[src/rtl/mf_pkg.sv]
// mf_pkg: shared matched-filter widths and peak-detector state encoding
package mf_pkg;
    localparam int SAMPLE_W = 38;
    localparam int IDX_W    = 16;
    typedef enum logic [1:0] {S_SEARCH, S_TRACK, S_HOLDOFF} state_t;
endpackage

[src/rtl/mf_abs_sat.sv]
// mf_abs_sat: combinational saturating magnitude (most-negative maps to max positive)
module mf_abs_sat
    import mf_pkg::*;
(
    input  logic signed [SAMPLE_W-1:0] y,
    output logic signed [SAMPLE_W-1:0] mag
);
    localparam logic signed [SAMPLE_W-1:0] MAX_POS = {1'b0, {(SAMPLE_W-1){1'b1}}};
    localparam logic signed [SAMPLE_W-1:0] MIN_NEG = {1'b1, {(SAMPLE_W-1){1'b0}}};
    // negate negatives, clamp the one value whose negation overflows
    always_comb mag = (y == MIN_NEG) ? MAX_POS : ((y < 0) ? -y : y);
endmodule

[src/rtl/mf_peak_detector.sv]
// mf_peak_detector: windowed peak search after threshold crossing, with hold-off (MF_PEAK_ABS_EN selects magnitude compare)
module mf_peak_detector
    import mf_pkg::*;
#(
    parameter int WIN_LEN     = 64,
    parameter int HOLDOFF_LEN = 32
) (
    input  logic                       clk,
    input  logic                       rst,
    input  logic                       y_valid,
    input  logic signed [SAMPLE_W-1:0] y,
    input  logic signed [SAMPLE_W-1:0] threshold,
    input  logic                       clear,
    output logic                       peak_valid,
    output logic signed [SAMPLE_W-1:0] peak_value,
    output logic        [IDX_W-1:0]    peak_index,
    output logic                       detected,
    output logic                       busy
);
    localparam int WC_W = $clog2(WIN_LEN + 1);
    localparam int HC_W = $clog2(HOLDOFF_LEN + 2);

    state_t                     state_q, state_d;
    logic        [IDX_W-1:0]    idx_q, idx_d, max_idx_q, max_idx_d, peak_index_q, peak_index_d;
    logic        [WC_W-1:0]     win_cnt_q, win_cnt_d;
    logic        [HC_W-1:0]     ho_cnt_q, ho_cnt_d;
    logic signed [SAMPLE_W-1:0] max_val_q, max_val_d, peak_value_q, peak_value_d;
    logic                       peak_valid_q, peak_valid_d, detected_q, detected_d, busy_q, busy_d;
    logic signed [SAMPLE_W-1:0] m, cand_val;
    logic        [IDX_W-1:0]    cand_idx;
    logic                       report;

`ifdef MF_PEAK_ABS_EN
    mf_abs_sat u_abs (.y(y), .mag(m));
`else
    assign m = y;
`endif

    assign peak_valid = peak_valid_q;
    assign peak_value = peak_value_q;
    assign peak_index = peak_index_q;
    assign detected   = detected_q;
    assign busy       = busy_q;

    // next-state: crossing detect, running max (earliest wins ties), window/hold-off counting
    always_comb begin
        state_d      = state_q;
        idx_d        = idx_q;
        win_cnt_d    = win_cnt_q;
        ho_cnt_d     = ho_cnt_q;
        max_val_d    = max_val_q;
        max_idx_d    = max_idx_q;
        peak_value_d = peak_value_q;
        peak_index_d = peak_index_q;
        peak_valid_d = 1'b0;
        detected_d   = detected_q;
        report       = 1'b0;
        cand_val     = (state_q == S_TRACK && m <= max_val_q) ? max_val_q : m;
        cand_idx     = (state_q == S_TRACK && m <= max_val_q) ? max_idx_q : idx_q;
        if (clear) begin
            state_d      = S_SEARCH;
            idx_d        = '0;
            win_cnt_d    = '0;
            ho_cnt_d     = '0;
            max_val_d    = '0;
            max_idx_d    = '0;
            peak_value_d = '0;
            peak_index_d = '0;
            detected_d   = 1'b0;
        end else if (y_valid) begin
            idx_d = idx_q + 1'b1;
            case (state_q)
                S_SEARCH: if (m >= threshold) begin
                    state_d   = S_TRACK;
                    max_val_d = m;
                    max_idx_d = idx_q;
                    win_cnt_d = WC_W'(1);
                    report    = (WIN_LEN == 1);
                end
                S_TRACK: begin
                    max_val_d = cand_val;
                    max_idx_d = cand_idx;
                    win_cnt_d = win_cnt_q + 1'b1;
                    report    = (win_cnt_q == WC_W'(WIN_LEN - 1));
                end
                S_HOLDOFF: begin
                    ho_cnt_d = ho_cnt_q + 1'b1;
                    if (ho_cnt_q == HC_W'(HOLDOFF_LEN - 1)) state_d = S_SEARCH;
                end
                default: state_d = S_SEARCH;
            endcase
            if (report) begin
                peak_value_d = cand_val;
                peak_index_d = cand_idx;
                peak_valid_d = 1'b1;
                detected_d   = 1'b1;
                win_cnt_d    = '0;
                ho_cnt_d     = '0;
                state_d      = (HOLDOFF_LEN == 0) ? S_SEARCH : S_HOLDOFF;
            end
        end
        busy_d = (state_d != S_SEARCH);
    end

    // state and output registers, async reset aborts any event in progress
    always_ff @(posedge clk or posedge rst) begin
        if (rst) begin
            state_q      <= S_SEARCH;
            idx_q        <= '0;
            win_cnt_q    <= '0;
            ho_cnt_q     <= '0;
            max_val_q    <= '0;
            max_idx_q    <= '0;
            peak_value_q <= '0;
            peak_index_q <= '0;
            peak_valid_q <= 1'b0;
            detected_q   <= 1'b0;
            busy_q       <= 1'b0;
        end else begin
            state_q      <= state_d;
            idx_q        <= idx_d;
            win_cnt_q    <= win_cnt_d;
            ho_cnt_q     <= ho_cnt_d;
            max_val_q    <= max_val_d;
            max_idx_q    <= max_idx_d;
            peak_value_q <= peak_value_d;
            peak_index_q <= peak_index_d;
            peak_valid_q <= peak_valid_d;
            detected_q   <= detected_d;
            busy_q       <= busy_d;
        end
    end
endmodule

[config.mk]
export PLATFORM = sky130hd
export DESIGN_NAME = mf_peak_detector
export DESIGN_NICKNAME = d
export VERILOG_FILES = /design/src/rtl/mf_pkg.sv /design/src/rtl/mf_abs_sat.sv /design/src/rtl/mf_peak_detector.sv
export SDC_FILE = /design/constraint.sdc
export NUM_CORES = 1
export LEC_CHECK = 0
export BUFFER_PORTS_ARGS = -buffer_cell sky130_fd_sc_hd__buf_2
export CORE_MARGIN = 2
export CORE_UTILIZATION = 50
export DETAILED_ROUTE_END_ITERATION = 16
export PLACE_DENSITY = 0.72
export RECOVER_POWER = 50
export SKIP_LAST_GASP = 1
export SLEW_MARGIN = 15
export SYNTH_ARGS = -nofsm -noshare
export SYNTH_HDL_FRONTEND = slang
export SYNTH_SLANG_ARGS = --single-unit
[constraint.sdc]
create_clock -name clk -period 4.35 [get_ports clk]
set_input_delay 0.2175 -clock clk [delete_from_list [all_inputs] [get_ports clk]]
set_output_delay 0.2175 -clock clk [all_outputs]
set_load 0.005 [all_outputs]
==> summary.txt, run 1 <==
Outcome
  • Outcome: finished, violations left
  • Violated checks: capacitance limit, slew limit

STA
  • Worst-case headroom to the max-slew limit: -0.469
  • Number of failing hold endpoints at the final stage: 0
  • Total Neg Setup Slack: 0 ps
  • Clk_skew: 10.7 ps
  • Tmin final: 3510 ps
  • Max Transition Viols Final: 48
  • Worst-margin pin slew: 2190 ps
  • Count of endpoints failing setup in the final report: 0
  • RSZ-0062 raised after global routing: no
  • Share of the cycle needed by the critical path after routing: 0.807
  • Highest attainable clock frequency: 0.285 GHz

Global routing
  • Global-route wire length before repair: 37,000 microns
  • Via count of the first global-routing pass: 7,427
  • Number of antenna violations at the first check in global routing: 0
  • Maximum number of pins on one net before global-route repair: 59
  • GR Util All Layers: 0.251
  • Total grt overflow: 0

Route
  • Remaining antenna violation count after routing: 0
  • Via density: 5.77
  • Vias: 7,661
  • DR WL/cell: 17.0 microns
  • Wire length after detailed routing: 22,500 microns
  • DR iter-0 viols: 531
  • DRC Markers: 0
  • Number of optimization iterations in the first detailed-route pass: 5

Clock tree
  • H-tree depth: 4
  • Clk slew on worst S/H paths: 60 ps
  • Clk buf depth: 2
  • Post-CTS setup buffer count: 0
  • Clock Tree Root: clkbuf_16
  • Worst-skew pair later-pin latency: 430 ps
  • Clock sink count: 142
  • TritonCTS buffer count: 17
  • CTS tree: built

Floorplan
  • Floorplan Core Area: 17,200 sq um
  • Die Height: 136 microns
  • Die span in x: 136 microns
  • Die Area: 18,500 sq um
  • I/O pin total: 137
  • Rows: 48
  • Effective utilization at floorplan: 0.507

Power and ir drop
  • Largest vdd supply drop: 0.309 mV
  • PD cells: 340 nW/um^2
  • Leakage Power: 4.67 nW

Finish
  • Final Instance Count excl. Fillers: 1,328
  • Final antenna diode count: 0
  • Footprint of the multi-input gates: 4600 sq um
  • Ratio of cells with drive above 1 in the final layout: 0.158
  • Fill cell instance count of the final layout: 1,549
  • Reg area: 3550 sq um
  • NumNets Final: 1,249
  • Layout Area Growth over Synthesis: 17.0%

Setup path
  • Slowest CP cell: nor4b_1
  • Reg-to-reg critical path endpoint: max_val_q[3]
  • Register-to-register setup slack: 980 ps
  • Critical Path AT: 3850 ps
  • R2R cell count: 10
  • Biggest fanout along the worst timing path: 27
  • Nature of the critical path startpoint: primary input
  • Startpoint of the worst register-to-register path: max_val_q[13]
  • Critical path launch point: y[37]
  • Critical Path RT: 4690 ps
  • Crit Path Class: in2reg
  • Stage delay of the slowest cell on the critical path: 890 ps
  • Worst setup endpoint: max_val_q[31]
  • Cell breakdown of the critical path: buf_2, ha_1, nand4_1, nor4b_1, nand2_1, a31oi_1, o31ai_1, a311oi_4, a21boi_4, buf_4, mux2i_1
  • Endpoint kind of the worst setup timing path: flop

Place
  • Quantity of I/O buffers inserted on ports: 136
  • Number of cells after detailed placement: 1,295
  • Last weighted congestion value of the routability-driven placer: 0.833
  • Final HPWL DP: 15,300 microns

Yosys
  • Sequential share of the synthesized area: 0.408
  • Synthesized area per cell: 8.92 sq um
  • Mapped Area: 8710 sq um
  • Count of yosys warnings during synthesis: 0
  • Library cells used by synthesis: 52
  • Count of state elements after synthesis: 142
  • Synthesized instance count: 976
  • Number of nets in the synthesized netlist: 1,135

Min path
  • Path class of the lowest-slack min-delay path: in2reg

Flow run
  • Max-cap violations: 1
==> area by class of cell <==
type / count / area share
multi-input combinational: 690 / 0.452
sequential: 142 / 0.349
timing repair buffer: 156 / 0.0806
clock buffer: 19 / 0.0425
inverter: 83 / 0.0307
tap: 225 / 0.0276
clock inverter: 13 / 0.0176
==> worst min-delay path by stage <==
| stage | start | to | slack [ps] | cells past startpoint |
|---|---|---|---|---|
| floorplan | y[11] | max_val_q[11] | 350 | 2 |
| global placement | rst | peak_value[29] | 270 | 2 |
| detailed placement | rst | peak_value[28] | 280 | 2 |
| CTS | y[28] | max_val_q[28] | 60 | 3 |
| global route | y[12] | max_val_q[12] | 70 | 3 |
| finish | y[32] | max_val_q[32] | 70 | 3 |
==> worst max-delay path, delay by kind of cell <==
kind,cells,cell delay [ps]
buffers and inverters,2,580
AO/OA/AOI/OAI,4,1100
adder cells (fa/ha/maj),1,380
AND/OR/NAND/NOR,3,1300
multiplexers,1,260
==> flip-flops by register name, indices dropped and copies added (netlist names) <==
signal / flops
busy: 1
detected: 1
ho_cnt_q: 6
idx_q: 16
max_idx_q: 16
max_val_q: 38
peak_index: 16
peak_valid: 1
peak_value: 38
state_q: 2
win_cnt_q: 7
==> where the power goes <==
part	internal, mW	total [mW]	leakage, nW	switching [mW]
clock network	0.918	1.52	0.295	0.605
registers	1.36	1.39	1.96	0.0277
logic	0.196	0.558	2.41	0.362
total	2.47	3.47	4.67	0.995
==> synthesized netlist by cell type (all sizes together) <==
master   number  area (sq um)
ha           79           988
o21a          4          30.0
a21oi        37           185
nor2         29           109
a31oi         3          18.8
a311oi        1          26.3
and3          2          12.5
a21o         15           113
inv          83           312
xor2         10          87.6
or3           6          37.5
mux2i        40           400
nor4          2          12.5
and2          9          56.3
a211oi        5          42.5
or2           2          12.5
a32o          2          20.0
or4           1          11.3
nand2       216           811
o31ai        19           143
dfrtp       142          3550
a311o         7          70.1
nor3          7          35.0
buf          12           101
o221ai        1          8.76
a31o          2          17.5
a221o         1          10.0
and4          6          52.6
o311a         1          10.0
o2111ai      16           140
a221oi        3          26.3
a21boi        2          18.8
clkbuf       49           184
o211ai       48           360
nand4        65           407
nand3         8          40.0
nor3b         4          30.0
nand2b        4          25.0
nor2b         1          6.26
a2bb2oi       1          8.76
a211o         1          8.76
o21ai        26           130
xnor2         2          17.5
nor4b         2          17.5
==> cell usage in the layout, fill, tap and decap left out, types with 15 or more instances in the layout <==
cell       synthesis  routed
nor2_1            29      27
buf_2              3     110
a21oi_1           37      36
o2111ai_1         16      16
o31ai_1           19      19
buf_4              1      15
a21o_1            15      15
clkbuf_16          0      17
o21ai_0           21      21
clkbuf_1          49      28
o211ai_1          48      48
nand4_1           65      65
inv_1             82      81
dfrtp_1          142     142
mux2i_1           40      40
nand2_1          216     216
ha_1              79      79
==> metrics by stage <==
step	total power [mW]	setup slack (ps)	instance area (sq um)	utilization	hold WS, ps
floorplan	1.78	323	8710	-	355
global placement	1.95	482	9600	0.559	273
detailed placement	1.96	415	9600	0.559	279
CTS	3.49	852	10200	0.595	62.7
global route	3.61	725	10200	0.593	66.8
finish	3.47	841	10200	0.593	73.3
==> logic make-up (layout without fill, tap and decap cells) <==
group           Yosys count  in the layout  share of synthesized area
flops                   142            142                      0.408
mux                      40             40                     0.0460
fa+ha+maj                79             79                      0.114
compound gates          195            195                      0.159
xor+xnor                 12             12                     0.0121
simple gates            364            364                      0.192
buf+inv                 144            271                     0.0685
==> what timing repair did <==
item                      CTS  global route
hold endpoints to repair   45             0
resized for setup           0             0
hold buffers                1             0
==> layer usage <==
metal | global-route usage | vias up | share of wire
met5 | 0 | - | 0
met1 | 0.341 | 3701 | 0.45
met3 | 0.0339 | 32 | 0.050
li1 | - | 3703 | -
met4 | 0.0787 | 0 | 0.016
met2 | 0.417 | 225 | 0.48
(Power assumes the default switching activity.)
==> inputs of run 2 (changes only) <==
clock period = 3.65 ns   (was 4.35 ns; I/O delays follow)
==> run 2 against run 1 <==
Against the previous run:
- the run still ends with capacitance limit, slew limit left
- cell count grew 0.23%
- count of clock-buffer cells in the layout is the same
- setup slack worse by 290 ps
- first-iteration DRC count is 2.3% higher
- critical path depth down 1
- sequential share of layout area about the same
- sequential cell count did not move
- clock skew up 0.57 ps
- non-clock buffer count up 3
- via count increased by 0.56%
==> summary.txt, run 2 (synthesis results as in run 1) <==
Outcome
  • Outcome: finished, violations left
  • Violated checks: capacitance limit, slew limit

Clock tree
  • Number of buffers inserted for hold repair after clock tree synthesis: 1 (unchanged)
  • Post-CTS setup buffer count: 0 (unchanged)
  • Clock sink count: 142 (unchanged)
  • Worst-skew pair later-pin latency: 430 ps (about the same)
  • Clk slew on worst S/H paths: 60 ps (about the same)
  • Quantity of gates resized following cts: 0 (unchanged)
  • CTS tree: built
  • H-tree depth: 4 (unchanged)
  • TritonCTS buffer count: 17 (unchanged)
  • Clock Tree Root: clkbuf_16
  • Clk buf depth: 2 (unchanged)

Floorplan
  • I/O pin total: 137 (unchanged)
  • Rows: 48 (unchanged)
  • Floorplan Core Area: 17,200 sq um (unchanged)
  • Die Height: 136 microns (unchanged)
  • Die span in x: 136 microns (unchanged)
  • Effective utilization at floorplan: 0.507 (unchanged)
  • Die Area: 18,500 sq um (unchanged)

Flow run
  • Max-cap violations: 2 (+1)

Power and ir drop
  • Fraction of power spent switching nets: 0.298 (+0.0108)
  • Internal power component: 2.83 mW (+15%)
  • Leakage Power: 4.63 nW (-0.86%)
  • PD cells: 397 nW/um^2 (+16%)
  • Seq pwr share: 0.409 (+0.009)
  • Clk network pwr share: 0.420 (-0.019)
  • Largest vdd supply drop: 0.396 mV (+28%)
  • Sw Pwr: 1.20 mW (+21%)
  • Fraction of power consumed by combinational cells: 0.170 (+0.009)

Setup path
  • Critical Path RT: 3990 ps (-700 ps)
  • Crit Path Class: reg2reg
  • Biggest fanout along the worst timing path: 30 (+11%)
  • Endpoint kind of the worst setup timing path: flop
  • R2R cell count: 10 (unchanged)
  • Nature of the critical path startpoint: flop
  • Critical Path AT: 3440 ps (-410 ps)

Min path
  • Cell depth of the worst min-delay path: 3 (unchanged)
  • Path class of the lowest-slack min-delay path: in2reg

STA
  • Count of endpoints failing setup in the final report: 0 (unchanged)
  • Max Transition Viols Final: 141 (+190%)
  • Worst-case headroom to the max-slew limit: -0.245 (+0.225)
  • Share of the cycle needed by the critical path after routing: 0.849
  • Total Neg Setup Slack: 0 ps (unchanged)
  • Number of failing hold endpoints at the final stage: 0 (unchanged)
  • Highest attainable clock frequency: 0.323 GHz
  • Clk_skew: 11.2 ps (+0.566 ps)
  • RSZ-0062 raised after global routing: no
  • Worst-margin pin slew: 1870 ps (-325 ps)
  • Tmin final: 3100 ps

Route
  • Vias: 7,704 (+0.56%)
  • Number of optimization iterations in the first detailed-route pass: 5 (unchanged)
  • Wire length after detailed routing: 23,100 microns (+2.5%)
  • Remaining antenna violation count after routing: 0 (unchanged)
  • DRC Markers: 0 (unchanged)
  • DR iter-0 viols: 543 (+2.3%)
  • DR WL/cell: 17.3 microns (+2.3%)
  • Via density: 5.79 (+0.33%)

Finish
  • Layout Area Growth over Synthesis: 16.9% (about the same)
  • Commonest cells after routing, fill and taps aside: 216 x nand2_1, 142 x dfrtp_1, 101 x buf_2, 81 x inv_1, 79 x ha_1
  • Most common library cell in the layout ignoring fill and taps: nand2_1
  • Final antenna diode count: 0 (unchanged)
  • Ratio of cells with drive above 1 in the final layout: 0.153 (-0.00495)
  • NumNets Final: 1,252 (+0.24%)
  • Final Instance Count excl. Fillers: 1,331 (+0.23%)

Global routing
  • Global-route wire length before repair: 38,100 microns (+2.9%)
  • Maximum number of pins on one net before global-route repair: 98 (+66%)
  • Via count of the first global-routing pass: 7,504 (+1.0%)
  • Total grt overflow: 0 (unchanged)
  • Number of antenna violations at the first check in global routing: 0 (unchanged)
  • GR Util All Layers: 0.261 (+0.0106)

Place
  • Last weighted congestion value of the routability-driven placer: 0.863 (+3.7%)
  • Number of cells after detailed placement: 1,298 (+0.23%)
  • Final HPWL DP: 15,600 microns (+2.3%)
  • Quantity of I/O buffers inserted on ports: 136 (unchanged)
run 2: changes by cell type in the layout (fill, tap and decap cells not counted), sizes merged:
cell and change:
clkbuf +7, buf -4, clkinvlp +3, bufinv -2
clkinv -1
run 2: area by class of cell:
type                       instances  area, sq um
fill                            1519         7000
multi-input combinational        690         4600
sequential                       142         3550
timing repair buffer             159          857
clock buffer                      19          443
inverter                          83          313
tap                              225          282
clock inverter                    13          129
run 2: worst max-delay path: stages, from the launching register on:
cell	delay, ps
dfrtp_1	380
inv_1	70
ha_1	230
a21o_1	180
a21o_1	170
a221oi_1	480
o211ai_1	290
o21a_2	430
a21boi_4	280
buf_12	260
mux2i_1	230
run 2: power groups by stage:
stage	registers, mW	clock network [mW]	logic [mW]
final	1.65	1.70	0.688
after global routing	1.66	1.79	0.766
after CTS	1.65	1.72	0.689
after detailed placement	1.68	0	0.683
after global placement	1.68	0	0.670
after floorplan	1.67	0	0.452
run 2: worst paths after layout:
path / from / endpoint / slack [ps]
setup / recovery: max_val_q[3] / max_val_q[5] / 550
hold / removal: y[31] / max_val_q[31] / 40
setup reg to reg: max_val_q[3] / max_val_q[5] / 550
hold reg to reg: peak_value[23] / peak_value[23] / 490
max in group asynchronous: rst / peak_index[12] / 1420
min in group asynchronous: rst / max_val_q[28] / 200
run 2: routing by layer:
layer	global-route usage	share of wire	up-vias	wire length (microns)
met5	0	0	-	0
met4	0.0787	0.016	0	365
met3	0.0406	0.051	30	1190
met2	0.437	0.48	246	11200
met1	0.351	0.45	3709	10400
li1	-	-	3719	-
run 2: per-stage QoR:
stage | area, sq um | hold slack (ps) | power (mW) | util | setup slack (ps)
global route | 10200 | 38.2 | 4.21 | 0.593 | 363
CTS | 10200 | 32.9 | 4.06 | 0.596 | 560
finish | 10200 | 35.5 | 4.04 | 0.593 | 551
detailed placement | 9650 | 81.9 | 2.36 | 0.562 | 526
floorplan | 8710 | 320 | 2.12 | - | 876
global placement | 9650 | 84.9 | 2.35 | 0.562 | 615
